**config.mk**
```make
export PLATFORM = sky130hd
export DESIGN_NAME = collision_scheduler
export DESIGN_NICKNAME = d
export VERILOG_FILES = /design/src/rtl/collision_scheduler.sv
export SDC_FILE = /design/constraint.sdc
export NUM_CORES = 1
export LEC_CHECK = 0
export BUFFER_PORTS_ARGS = -buffer_cell sky130_fd_sc_hd__buf_2
export CAP_MARGIN = 30
export CORE_ASPECT_RATIO = 0.5
export CORE_MARGIN = 8
export CORE_UTILIZATION = 49
export CTS_BUF_LIST = sky130_fd_sc_hd__clkbuf_4 sky130_fd_sc_hd__clkbuf_8
export DETAILED_ROUTE_END_ITERATION = 10
export GPL_TIMING_DRIVEN = 0
export PLACE_DENSITY_LB_ADDON = 0.08
export SLEW_MARGIN = 0
export SYNTH_ARGS = -nofsm -noshare
export SYNTH_HDL_FRONTEND = slang
export SYNTH_SLANG_ARGS = --single-unit
export TNS_END_PERCENT = 5
```
**constraint.sdc**
```tcl
create_clock -name clk -period 4.8 [get_ports clk]
set_clock_uncertainty 0.2 [all_clocks]
set_input_delay 0.48 -clock clk [delete_from_list [all_inputs] [get_ports clk]]
set_output_delay 0.48 -clock clk [all_outputs]
set_load 0.02 [all_outputs]
```
**src/rtl/collision_scheduler.sv**
```systemverilog
// Once-per-tick collision scan: every shot/asteroid pair, then ship/asteroid pairs,
// one pair per clock through a shared box comparator, on a snapshot taken at start.
module collision_scheduler #(
    parameter int ENTITY_SIZE   = 34,
    parameter int MAX_ASTEROIDS = 3,
    parameter int MAX_SHOTS     = 3,
    parameter int ASTEROID_W    = 16,
    parameter int SHIP_W        = 8,
    localparam int SA_W = (MAX_SHOTS > 1) ? $clog2(MAX_SHOTS) : 1,
    localparam int AA_W = (MAX_ASTEROIDS > 1) ? $clog2(MAX_ASTEROIDS) : 1
) (
    input  logic                                 clk,
    input  logic                                 reset_n,
    input  logic                                 start,
    input  logic [ENTITY_SIZE-1:0]               ship,
    input  logic [MAX_ASTEROIDS*ENTITY_SIZE-1:0] asteroids,
    input  logic [MAX_SHOTS*ENTITY_SIZE-1:0]     shots,
    output logic                                 busy,
    output logic                                 done,
    output logic                                 delete_shot,
    output logic [SA_W-1:0]                      shot_address,
    output logic                                 kill_asteroid,
    output logic [AA_W-1:0]                      asteroid_address,
    output logic                                 ship_hit,
    output logic [7:0]                           hit_count
);

    localparam int VALID_BIT = 33;

    typedef enum logic [1:0] {
        IDLE       = 2'd0,
        SCAN_SHOTS = 2'd1,
        SCAN_SHIP  = 2'd2,
        DONE       = 2'd3
    } state_t;

    state_t                 r_state, w_state_next;
    logic [ENTITY_SIZE-1:0] r_ship;
    logic [ENTITY_SIZE-1:0] r_ast  [MAX_ASTEROIDS];
    logic [ENTITY_SIZE-1:0] r_shot [MAX_SHOTS];
    logic [ENTITY_SIZE-1:0] w_ast_in  [MAX_ASTEROIDS];
    logic [ENTITY_SIZE-1:0] w_shot_in [MAX_SHOTS];

    logic [SA_W-1:0] r_i, w_i_next;
    logic [AA_W-1:0] r_j, w_j_next;
    logic            r_busy, w_busy_next;
    logic            r_done, w_done_next;
    logic            r_del, w_del_next;
    logic            r_kill, w_kill_next;
    logic            r_ship_hit, w_ship_hit_next;
    logic [SA_W-1:0] r_shot_addr, w_shot_addr_next;
    logic [AA_W-1:0] r_ast_addr, w_ast_addr_next;
    logic [7:0]      r_hit_count, w_hit_count_next;

    logic w_load, w_clr_shot, w_clr_ast, w_clr_ship;

    genvar gi;
    generate
        for (gi = 0; gi < MAX_ASTEROIDS; gi++) begin : g_ast_unpack
            assign w_ast_in[gi] = asteroids[gi*ENTITY_SIZE +: ENTITY_SIZE];
        end
        for (gi = 0; gi < MAX_SHOTS; gi++) begin : g_shot_unpack
            assign w_shot_in[gi] = shots[gi*ENTITY_SIZE +: ENTITY_SIZE];
        end
    endgenerate

    // Shared comparator: a shot is a 1-pixel box (extent 0), the ship an SHIP_W box.
    logic [ENTITY_SIZE-1:0] w_p, w_a;
    logic [10:0]            w_p_ext, w_px, w_py, w_ax, w_ay;
    logic                   w_hit;

    always_comb begin
        w_p     = r_shot[r_i];
        w_p_ext = 11'd0;
        if (r_state == SCAN_SHIP) begin
            w_p     = r_ship;
            w_p_ext = 11'(SHIP_W - 1);
        end
        w_a  = r_ast[r_j];
        w_px = {1'b0, w_p[15:6]};
        w_py = {1'b0, w_p[25:16]};
        w_ax = {1'b0, w_a[15:6]};
        w_ay = {1'b0, w_a[25:16]};
        w_hit = w_p[VALID_BIT] && w_a[VALID_BIT]
             && (w_px <= w_ax + 11'(ASTEROID_W - 1)) && (w_ax <= w_px + w_p_ext)
             && (w_py <= w_ay + 11'(ASTEROID_W - 1)) && (w_ay <= w_py + w_p_ext);
    end

    always_comb begin
        w_state_next     = r_state;
        w_i_next         = r_i;
        w_j_next         = r_j;
        w_busy_next      = r_busy;
        w_done_next      = 1'b0;
        w_del_next       = 1'b0;
        w_kill_next      = 1'b0;
        w_ship_hit_next  = 1'b0;
        w_shot_addr_next = r_shot_addr;
        w_ast_addr_next  = r_ast_addr;
        w_hit_count_next = r_hit_count;
        w_load           = 1'b0;
        w_clr_shot       = 1'b0;
        w_clr_ast        = 1'b0;
        w_clr_ship       = 1'b0;
        case (r_state)
            IDLE: begin
                if (start) begin
                    w_load       = 1'b1;
                    w_i_next     = '0;
                    w_j_next     = '0;
                    w_busy_next  = 1'b1;
                    w_state_next = SCAN_SHOTS;
                end
            end
            SCAN_SHOTS: begin
                if (w_hit) begin
                    w_del_next       = 1'b1;
                    w_kill_next      = 1'b1;
                    w_shot_addr_next = r_i;
                    w_ast_addr_next  = r_j;
                    w_clr_shot       = 1'b1;
                    w_clr_ast        = 1'b1;
                    if (r_hit_count != 8'hFF) begin
                        w_hit_count_next = r_hit_count + 8'd1;
                    end
                end
                if (r_j == AA_W'(MAX_ASTEROIDS - 1)) begin
                    w_j_next = '0;
                    if (r_i == SA_W'(MAX_SHOTS - 1)) begin
                        w_i_next     = '0;
                        w_state_next = SCAN_SHIP;
                    end else begin
                        w_i_next = r_i + 1'b1;
                    end
                end else begin
                    w_j_next = r_j + 1'b1;
                end
            end
            SCAN_SHIP: begin
                if (w_hit) begin
                    w_ship_hit_next = 1'b1;
                    w_clr_ship      = 1'b1;
                end
                if (r_j == AA_W'(MAX_ASTEROIDS - 1)) begin
                    w_j_next     = '0;
                    w_state_next = DONE;
                end else begin
                    w_j_next = r_j + 1'b1;
                end
            end
            DONE: begin
                w_done_next  = 1'b1;
                w_busy_next  = 1'b0;
                w_state_next = IDLE;
            end
            default: w_state_next = IDLE;
        endcase
    end

    always_ff @(posedge clk) begin
        if (!reset_n) begin
            r_state     <= IDLE;
            r_i         <= '0;
            r_j         <= '0;
            r_busy      <= 1'b0;
            r_done      <= 1'b0;
            r_del       <= 1'b0;
            r_kill      <= 1'b0;
            r_ship_hit  <= 1'b0;
            r_shot_addr <= '0;
            r_ast_addr  <= '0;
            r_hit_count <= 8'd0;
        end else begin
            r_state     <= w_state_next;
            r_i         <= w_i_next;
            r_j         <= w_j_next;
            r_busy      <= w_busy_next;
            r_done      <= w_done_next;
            r_del       <= w_del_next;
            r_kill      <= w_kill_next;
            r_ship_hit  <= w_ship_hit_next;
            r_shot_addr <= w_shot_addr_next;
            r_ast_addr  <= w_ast_addr_next;
            r_hit_count <= w_hit_count_next;
        end
    end

    // Clearing valid bits in the snapshot is what makes later pairs with a dead entity miss.
    always_ff @(posedge clk) begin
        if (!reset_n) begin
            r_ship <= '0;
            for (int k = 0; k < MAX_ASTEROIDS; k++) r_ast[k] <= '0;
            for (int k = 0; k < MAX_SHOTS; k++) r_shot[k] <= '0;
        end else if (w_load) begin
            r_ship <= ship;
            for (int k = 0; k < MAX_ASTEROIDS; k++) r_ast[k] <= w_ast_in[k];
            for (int k = 0; k < MAX_SHOTS; k++) r_shot[k] <= w_shot_in[k];
        end else begin
            if (w_clr_ship) r_ship[VALID_BIT] <= 1'b0;
            if (w_clr_ast) r_ast[r_j][VALID_BIT] <= 1'b0;
            if (w_clr_shot) r_shot[r_i][VALID_BIT] <= 1'b0;
        end
    end

    assign busy             = r_busy;
    assign done             = r_done;
    assign delete_shot      = r_del;
    assign shot_address     = r_shot_addr;
    assign kill_asteroid    = r_kill;
    assign asteroid_address = r_ast_addr;
    assign ship_hit         = r_ship_hit;
    assign hit_count        = r_hit_count;

endmodule

```
== Word level (Yosys, flattened, before mapping) ==
Memory sizes are Yosys's and may differ from the RTL's. A register that Yosys moved wholly into a read port is not among the register bits.
Cells that the tools add are included.
Word-level totals
  register bits after elaboration: 56
  memory bits (writable): 204
  output and inout port bits: 17
  logic and storage cells: 107
  memories: 2
Operators by class
  $add $sub $neg: 7
  magnitude comparators: 4
  equality and inequality tests: 10
  muxes and demuxes: 47
  bitwise logic cells: 6
  reductions and logical operators: 19
Memories
  r_ast: words 3, bits a word 34, read ports 1, clocked after Yosys merged registers in 1, write ports 3, RTL line 39  | logic [ENTITY_SIZE-1:0] r_ast [MAX_ASTEROIDS];
  r_shot: words 3, bits a word 34, read ports 1, clocked after Yosys merged registers in 1, write ports 3, RTL line 40  | logic [ENTITY_SIZE-1:0] r_shot [MAX_SHOTS];
Operators with widths (number)
  $mux W34: 9
  $reduce_or A34 Y1: 2
  $le A10 B11 Y1: 4
  $mux W2: 16
  $add A10 B11 Y11: 2
  $add A10 B4 Y11 const B: 2
  $mux W1: 17
  $add A8 B1 Y8 const B: 1
  $eq A2 B2 Y1 const B: 4
  $ne A8 B8 Y1 const B: 1
  $pmux W2 S2: 2
  $pmux W2 S4: 1
  $reduce_bool A2 Y1: 4
  $ne A2 B2 Y1 const B: 3
  $or A1 B1 Y1: 6
  $reduce_and A2 Y1: 3
  $reduce_and A3 Y1: 2
  $logic_and A1 B1 Y1: 5
  $add A2 B1 Y2 const B: 2
  $reduce_and A4 Y1: 1
  $mux W3: 1
  $eq A2 B1 Y1 const B: 1
  $logic_not A2 Y1: 1
  $ne A2 B1 Y1 const B: 1
  other kinds (2): 2

== Logic depth before layout (Yosys ltp) ==
Gate-level depths: netlist of run 1.
  depth in word-level cells: 15
  mapped depth: 28

== Least setup slack after synthesis of run 1 ==
OpenSTA, ideal clock, no wires.
  path type: reg-to-reg
  start point: register r_state[0]
  end point: register r_hit_count[6], in the netlist hit_count[6]
  setup time: 0.116 ns
  arrival: 4.804 ns
  data required time: 4.484 ns
  path slack: -0.321 ns
  cell stages (with the launch flop): 28
  period minus slack after synthesis: 5.121 ns
  cells stage by stage: dfxtp_1 inv_1 ha_1 buf_2 buf_2 buf_2 inv_1 buf_2 mux2i_1 inv_1 ha_1 inv_1 fa_1 nor3_1 a22o_1 a32o_1 nand2b_1 nor2_1 xnor2_1 ha_1 a21o_1 a21oi_1 nand2_1 o21ai_0 o221ai_2 buf_4 or4_1 o211a_1
Between the ends
  word-level cells in the longest chain between the ends: 8
  elaborated cells between the ends (all ways): 16
RTL lines
  start: declaration: RTL line 37  | state_t r_state, w_state_next;
  start signal: assignment: RTL line 174  | r_state <= w_state_next;
  $eq A2 B2 Y1: RTL line 75  | if (r_state == SCAN_SHIP) begin
  $mux W34 or $mux W3 (tied branches): RTL line 75
  $add A10 B11 Y11 (tied with other cells): RTL line 85  | && (w_px <= w_ax + 11'(ASTEROID_W - 1)) && (w_ax <= w_px + w_p_ext)
  $le A10 B11 Y1 or $logic_and A1 B1 Y1 (tied branches): RTL line 85
  $logic_and A1 B1 Y1: RTL line 85
  $logic_and A1 B1 Y1 (2 in a row): RTL line 86  | && (w_py <= w_ay + 11'(ASTEROID_W - 1)) && (w_ay <= w_py + w_p_ext);
  $reduce_and A3 Y1 (no line) *
  end signal: assignment: RTL line 184  | r_hit_count <= w_hit_count_next;
  end: declaration: RTL line 53  | logic [7:0] r_hit_count, w_hit_count_next;
Mark *: on every way between the ends. The rest lies on a longest branch, timed or not.
A chain may end at the register's enable or synchronous reset.

==> results of run 1 <==
layout make-up:
class / instances / area (sq um)
buffer: 41 / 278
clock buffer: 17 / 234
clock inverter: 15 / 201
fill: 1532 / 6820
inverter: 28 / 115
multi-input combinational: 603 / 4700
sequential: 173 / 4670
tap: 259 / 324
timing repair buffer: 217 / 1270
state kept, by name (all words and copies together) (netlist names), named ones only:
name,flops
r_j,2
hit_count,8
asteroid_address,2
shot_address,2
r_ast,63
ship_hit,1
busy,1
r_i,2
kill_asteroid,1
r_ship,21
r_state,2
r_shot,63
done,1
layer usage:
layer,GRT usage,up-vias,share of wire
met5,0,-,0
met4,0.0608,0,0.016
met3,0.0682,32,0.083
met2,0.331,274,0.43
met1,0.305,3525,0.47
li1,-,3571,-
synthesized netlist by cell type (5+ instances only):
master / number / area (sq um)
nand3_1: 18 / 90.1
xor2_1: 16 / 140
buf_4: 5 / 37.5
edfxtp_1: 120 / 3600
nor3_1: 8 / 40.0
o2bb2ai_2: 5 / 75.1
a22o_1: 16 / 140
nand2b_1: 7 / 43.8
clkbuf_1: 23 / 86.3
ha_1: 51 / 638
a21oi_1: 33 / 165
nand4_1: 10 / 62.6
a22oi_1: 8 / 60.1
xnor2_1: 16 / 140
buf_2: 14 / 70.1
dfxtp_1: 53 / 1060
nor2_1: 39 / 146
inv_1: 28 / 105
o211ai_1: 7 / 52.6
o2bb2ai_1: 10 / 87.6
mux2i_1: 47 / 470
nor4_1: 6 / 37.5
and2_1: 124 / 776
o21ai_0: 29 / 145
mux2_2: 10 / 113
nand2_1: 55 / 206
nor2b_1: 7 / 43.8
a31oi_1: 5 / 31.3
a221oi_1: 5 / 43.8
kinds of logic (layout without fill, tap and decap cells):
group                      count (synthesis)  after routing  share of synthesized area
AOI/OAI and AO/OA                        158            158                      0.123
xor gates and xnor gates                  32             32                     0.0298
adders and majority gates                 52             52                     0.0699
buffers and inverters                     74            318                     0.0359
DFF                                      173            173                      0.496
muxes                                     57             57                     0.0620
and+or+nand+nor                          304            304                      0.184
what timing repair did:
action / in CTS / in global routing
hold buffers: 14 / 0
endpoints found under the hold margin: 14 / 0
gates cloned: 1 / 1
setup buffers: 16 / 18
gates resized for setup: 58 / 36
pin swaps: 24 / 21
setup endpoints to repair: 21 / 21
power groups by stage:
stage                     clock, mW  sequential (mW)  combinational (mW)
after floorplan                   0             2.11                1.92
after global placement            0             2.14                2.62
after detailed placement          0             2.12                2.71
after CTS                      1.15             2.10                2.95
after global routing           1.20             2.13                3.46
final                          1.14             2.11                3.13
metrics by stage:
| step | instance area, sq um | util | total power [mW] | setup TNS [ps] | hold WS [ps] |
|---|---|---|---|---|---|
| 2_1_floorplan | 9440 | - | 4.03 | 0 | 249 |
| 3_3_place_gp | 10600 | 0.569 | 4.76 | -62340 | 245 |
| 3_5_place_dp | 10600 | 0.571 | 4.83 | -20640 | 258 |
| 4_1_cts | 11600 | 0.622 | 6.20 | -1710 | 4.99 |
| 5_1_grt | 11800 | 0.634 | 6.80 | -2590 | 6.61 |
| 6_report | 11800 | 0.634 | 6.38 | 0 | 14.1 |
how the worst max path moves through the flow:
| stage | from | endpoint | slack [ps] | cells past startpoint |
|---|---|---|---|---|
| after global routing | register | asteroid_address[0]$_SDFFE_PN0P_ | -180 | 26 |
| final | register | r_ship[33]$_SDFFE_PN0P_ | 20 | 24 |
| after floorplan | r_state[0]$_SDFFE_PN0P_ | r_ship[33]$_SDFFE_PN0P_ | 20 | 26 |
| after detailed placement | r_state[0]$_SDFFE_PN0P_ | r_ast[2][33]$_SDFFE_PP0P_ | -1070 | 24 |
| after CTS | r_state[0]$_SDFFE_PN0P_ | r_ship[33]$_SDFFE_PN0P_ | -160 | 26 |
| after global placement | r_state[0]$_SDFFE_PN0P_ | r_ast[2][33]$_SDFFE_PP0P_ | -1030 | 24 |
==> impl_metrics.yaml, run 1 <==
grt:
  grt_pass1_vias: 7469
  track_usage: 0.221
  grt_first_pass_wirelength_microns: 40800
  antenna_found_initial: 0
  grt_max_degree: 68
  overflow: 0
floorplan:
  core-area_sq_um: 18600
  dieWidth_microns: 212
  die_area_sq_um: 24200
  ios: 258
  num_rows: 35
  die_h_microns: 114
  start_util: 0.506
power_and_ir_drop:
  power.share.switching: 0.411
  p_switching_mw: 2.62
  power_density_nw_per_um2: 541
  p_leak_nw: 4.83
  p_int_mw: 3.76
  clkPwrFrac: 0.179
  seq_power_share: 0.330
  ir_drop_v: 0.000267
  p_comb_frac: 0.491
logic_synthesis:
  ys_warn_count: 0
  ys_ff_latch: 173
  netlist_area_sq_um: 9410
  syn_inst: 850
  synth_edf_count: 120
  yosysUniqueCellTypes: 70
  syn_area_per_cell_sq_um: 11.1
  syn_nets: 1143
  synth-async-reset-ratio: 0
  synth_ff_type: "edfxtp_1"
  seq_area_frac_synth: 0.496
route:
  routed_wirelength_microns: 26900
  vias_per_cell: 5.47
  num_vias: 7402
  avgRoutedWirePerCell_microns: 19.9
  drtPass1Iterations: 5
  detail-route-antenna-nets: 0
  drtIter0Drc: 597
  route.detailed.drc: 0
cts:
  cts_tree: "yes"
  insertion_delay_ps: 490
  clkTransAtPathRegs_ps: 110
  clock_sinks: 173
  cts_buffers: 17
  clk_path_buf_depth: 2
  htreeDepth: 4
  root_buffer: "clkbuf_8"
critical_path:
  crit_path_cell_trace: "buf_6 > and2b_2 > buf_8 > nand2_4 > o21ai_4 > mux2i_4 > inv_1 > ha_2 > inv_2 > fa_2 > nor3_2 > a22o_1 > a32o_2 > nand2b_1 > nor2_2 > xnor2_2 > ha_1 > a21o_1 > a21oi_2 > nand2_1 > o21ai_2 > o221ai_4 > or4_4 > a32o_1"
  end_kind: "register"
  cp_slowest_cell: "or4_4"
  critPathLaunchType: "register"
  worstRegToRegCells: 24
  criticalPathCategory: "reg2reg"
  slowest_delay_ps: 570
  cp.required_ps: 4980
  cp_top_family: "compound AO/OA/AOI/OAI gates"
  path_max_fanout: 8
  worstPathBufferInverterCount: 4
  r2r-end: "r_ship[33]$_SDFFE_PN0P_"
  crit_arrival_ps: 4970
  rrSetupSlack_ps: 20
timing:
  post-route-period-util: 0.997
  clock.fmax_mhz: 209
  rsz0062_at_grt: "yes"
  finalCriticalPeriod_ps: 4780
  setup_viol: 0
  hold_viol: 0
  maxSlewHeadroom: 0.480
  worst_pin_slew_ps: 773
  slew_viol_final: 0
  worst_slack_ps: 15.3
final_layout:
  finalNetCount: 1374
  diodes: 0
  mostFrequentLayoutCells: "buf_2 (172), and2_1 (124), edfxtp_1 (120)"
  area_delta_synth_final_pct: 25.3
  layout-drive-gt1-share: 0.302
  final_common_cell: "buf_2"
  final_cells: 1353
hold_path:
  hold_path.class: "in2reg"
  min_delay_path_depth: 2
  min_to: "r_ship[19]$_SDFFE_PN0P_"
  hold_path.startpoint: "ship[19]"
placed_design:
  place_congestion: 0.854
  place_ws_ps: -1070
  io_buffers: 166
  dp.cells: 1276
  dp_hpwl_microns: 20100
flow_run:
  drv_cap: 0
run_status:
  status: "finished clean"
Note: power is estimated with default switching activity, not from simulation.
==> run 2: changes to the inputs <==
Settings changed: BUFFER_PORTS_ARGS -buffer_cell sky130_fd_sc_hd__buf_2 to not set, CORE_UTILIZATION 49 to 60, DONT_BUFFER_PORTS set to 1.
==> impl_metrics.yaml, run 2 (synthesized netlist as in run 1, its figures left out) <==
critical_path:
  worst-path-stages: 24
  crit_end: "r_ship[33]$_SDFFE_PN0P_"
  worstRegToRegCells: 24
  r2r-end: "r_ship[33]$_SDFFE_PN0P_"
  path_max_fanout: 4
  slowest_delay_ps: 570
  cp_top_family: "compound AO/OA/AOI/OAI gates"
  critPathLaunchType: "register"
  worstPathBufferInverterCount: 4
  criticalPathCategory: "reg2reg"
  crit_arrival_ps: 5000
  crit_path_cell_trace: "buf_6 > and2b_2 > buf_8 > nand2_1 > o21ai_2 > mux2i_4 > inv_1 > ha_2 > inv_2 > fa_2 > nor2_1 > a22o_1 > a32o_2 > nand2b_1 > nor2_2 > xnor2_2 > ha_1 > a21o_1 > a21oi_2 > nand2_1 > o21ai_2 > o221ai_4 > or4_4 > a32o_1"
  cp.required_ps: 5000
  cp_slowest_cell: "or4_4"
  rrSetupSlack_ps: 2
  end_kind: "register"
timing:
  worst_pin_slew_ps: 955
  tns_ps: 0
  setup_viol: 0
  maxSlewHeadroom: 0.363
  post-route-period-util: 0.999
  rsz0062_at_grt: "yes"
  finalCriticalPeriod_ps: 4800
  hold_viol: 0
  slew_viol_final: 0
  clock.fmax_mhz: 208
flow_run:
  drv_cap: 0
placed_design:
  io_buffers: 0
  place_congestion: 0.874
  dp.cells: 1055
  dp_hpwl_microns: 18900
route:
  num_vias: 7528
  route.detailed.drc: 0
  vias_per_cell: 5.97
  detail-route-antenna-nets: 0
  drtIter0Drc: 595
  routed_wirelength_microns: 27900
  drtPass1Iterations: 6
  avgRoutedWirePerCell_microns: 22.1
cts:
  root_buffer: "clkbuf_8"
  insertion_delay_ps: 490
  cts_buffers: 17
  htreeDepth: 4
  clk_path_buf_depth: 2
  clock_sinks: 173
  clkTransAtPathRegs_ps: 110
  cts_tree: "yes"
grt:
  use_met3: 0.0962
  grt-busiest-layer: "met2"
  track_usage: 0.267
  use_met1: 0.362
  use_met2: 0.397
  antenna_found_initial: 3
  grt_max_degree: 76
  grt_pass1_vias: 7386
  grt_first_pass_wirelength_microns: 41000
  overflow: 0
power_and_ir_drop:
  p_int_mw: 3.63
  p_leak_nw: 4.64
  power.share.switching: 0.421
  power_density_nw_per_um2: 519
  p_switching_mw: 2.64
  p_comb_frac: 0.502
  seq_power_share: 0.338
  ir_drop_v: 0.000277
  clkPwrFrac: 0.160
final_layout:
  area_delta_synth_final_pct: 28.4
  mostFrequentLayoutCells: "dlygate4sd3_1 (138), and2_1 (124), edfxtp_1 (120)"
  layout-drive-gt1-share: 0.156
  final_common_cell: "dlygate4sd3_1"
  final_cells: 1260
  reg.largest.list: "r_ast: 63 flops, r_shot: 63 flops, r_ship: 21 flops"
  finalNetCount: 1333
  fin_util: 0.786
floorplan:
  die_area_sq_um: 20200
  core-area_sq_um: 15400
  num_rows: 32
  start_util: 0.612
  die_h_microns: 105
  ios: 258
  dieWidth_microns: 193
hold_path:
  hold_path.class: "in2reg"
  hold_path.startpoint: "asteroids[41]"
run_status:
  status: "finished clean"
## run 2: cell count changes in the layout (fill, tap and decap cells not counted), moves of 3 or more
cell,change
buf_2,-166
dlygate4sd3_1,+124
inv_6,-4
bufinv_16,-3
diode_2,+3
## run 2: worst min-delay path by stage
stage / endpoint / slack (ps) / cells past startpoint
detailed placement: r_ship[22]$_SDFFE_PN0P_ / 270 / 1
finish: r_ast[1][7]$_SDFFCE_PN0P_ / 20 / 1
floorplan: r_ship[16]$_SDFFE_PN0P_ / 250 / 1
global route: r_ast[1][7]$_SDFFCE_PN0P_ / -10 / 1
CTS: r_ast[2][7]$_SDFFCE_PN0P_ / 0.01 / 1
global placement: r_ship[16]$_SDFFE_PN0P_ / 260 / 1
## run 2: final cells by class
cell class / count / area, sq um
antenna: 3 / 7.51
buffer: 41 / 294
clock buffer: 18 / 241
clock inverter: 14 / 134
fill: 909 / 3300
inverter: 28 / 110
multi-input combinational: 603 / 4680
sequential: 173 / 4670
tap: 204 / 255
timing repair buffer: 176 / 1680
## run 2: metal layers
metal / part of all wire / vias to the layer above
met5: 0 / -
met4: 0.017 / 0
met3: 0.10 / 51
met2: 0.44 / 381
met1: 0.44 / 3604
li1: - / 3492
## run 2: repair_timing
action                                 4_1_cts  5_1_grt
pin swaps                                   22       22
hold buffers                               131        7
setup buffers                               22       14
endpoints found under the hold margin      131        7
cloned                                       1        0
gates resized for setup                     61       25
setup endpoints to repair                   21       21
## run 2: worst register-to-register path, stage by stage, from the launching register on
cell and delay, ps:
dfxtp_2 340, buf_6 120, and2b_2 200, buf_8 120
nand2_1 70, o21ai_2 80, mux2i_4 200, inv_1 70
ha_2 180, inv_2 60, fa_2 250, nor2_1 60
a22o_1 250, a32o_2 240, nand2b_1 120, nor2_2 70
xnor2_2 150, ha_1 320, a21o_1 190, a21oi_2 140
nand2_1 80, o21ai_2 210, o221ai_4 180, or4_4 580
a32o_1 230
## run 2: power groups by stage
stage / Clock, mW / Sequential, mW / Combinational [mW]
2_1_floorplan: 0 / 2.11 / 1.92
3_3_place_gp: 0 / 2.15 / 2.53
3_5_place_dp: 0 / 2.13 / 2.61
4_1_cts: 0.994 / 2.11 / 2.93
5_1_grt: 1.07 / 2.15 / 3.41
6_report: 1.00 / 2.12 / 3.15
## run 2: metrics by stage
step	area (sq um)	power, mW	hold slack [ps]	worst slack [ps]
6_report	12100	6.27	19.8	2.45
5_1_grt	12100	6.63	-10.2	-151
4_1_cts	11800	6.03	0.0107	-36.3
3_5_place_dp	9730	4.75	266	-1000
3_3_place_gp	9700	4.68	261	-961
2_1_floorplan	9440	4.03	249	17.3
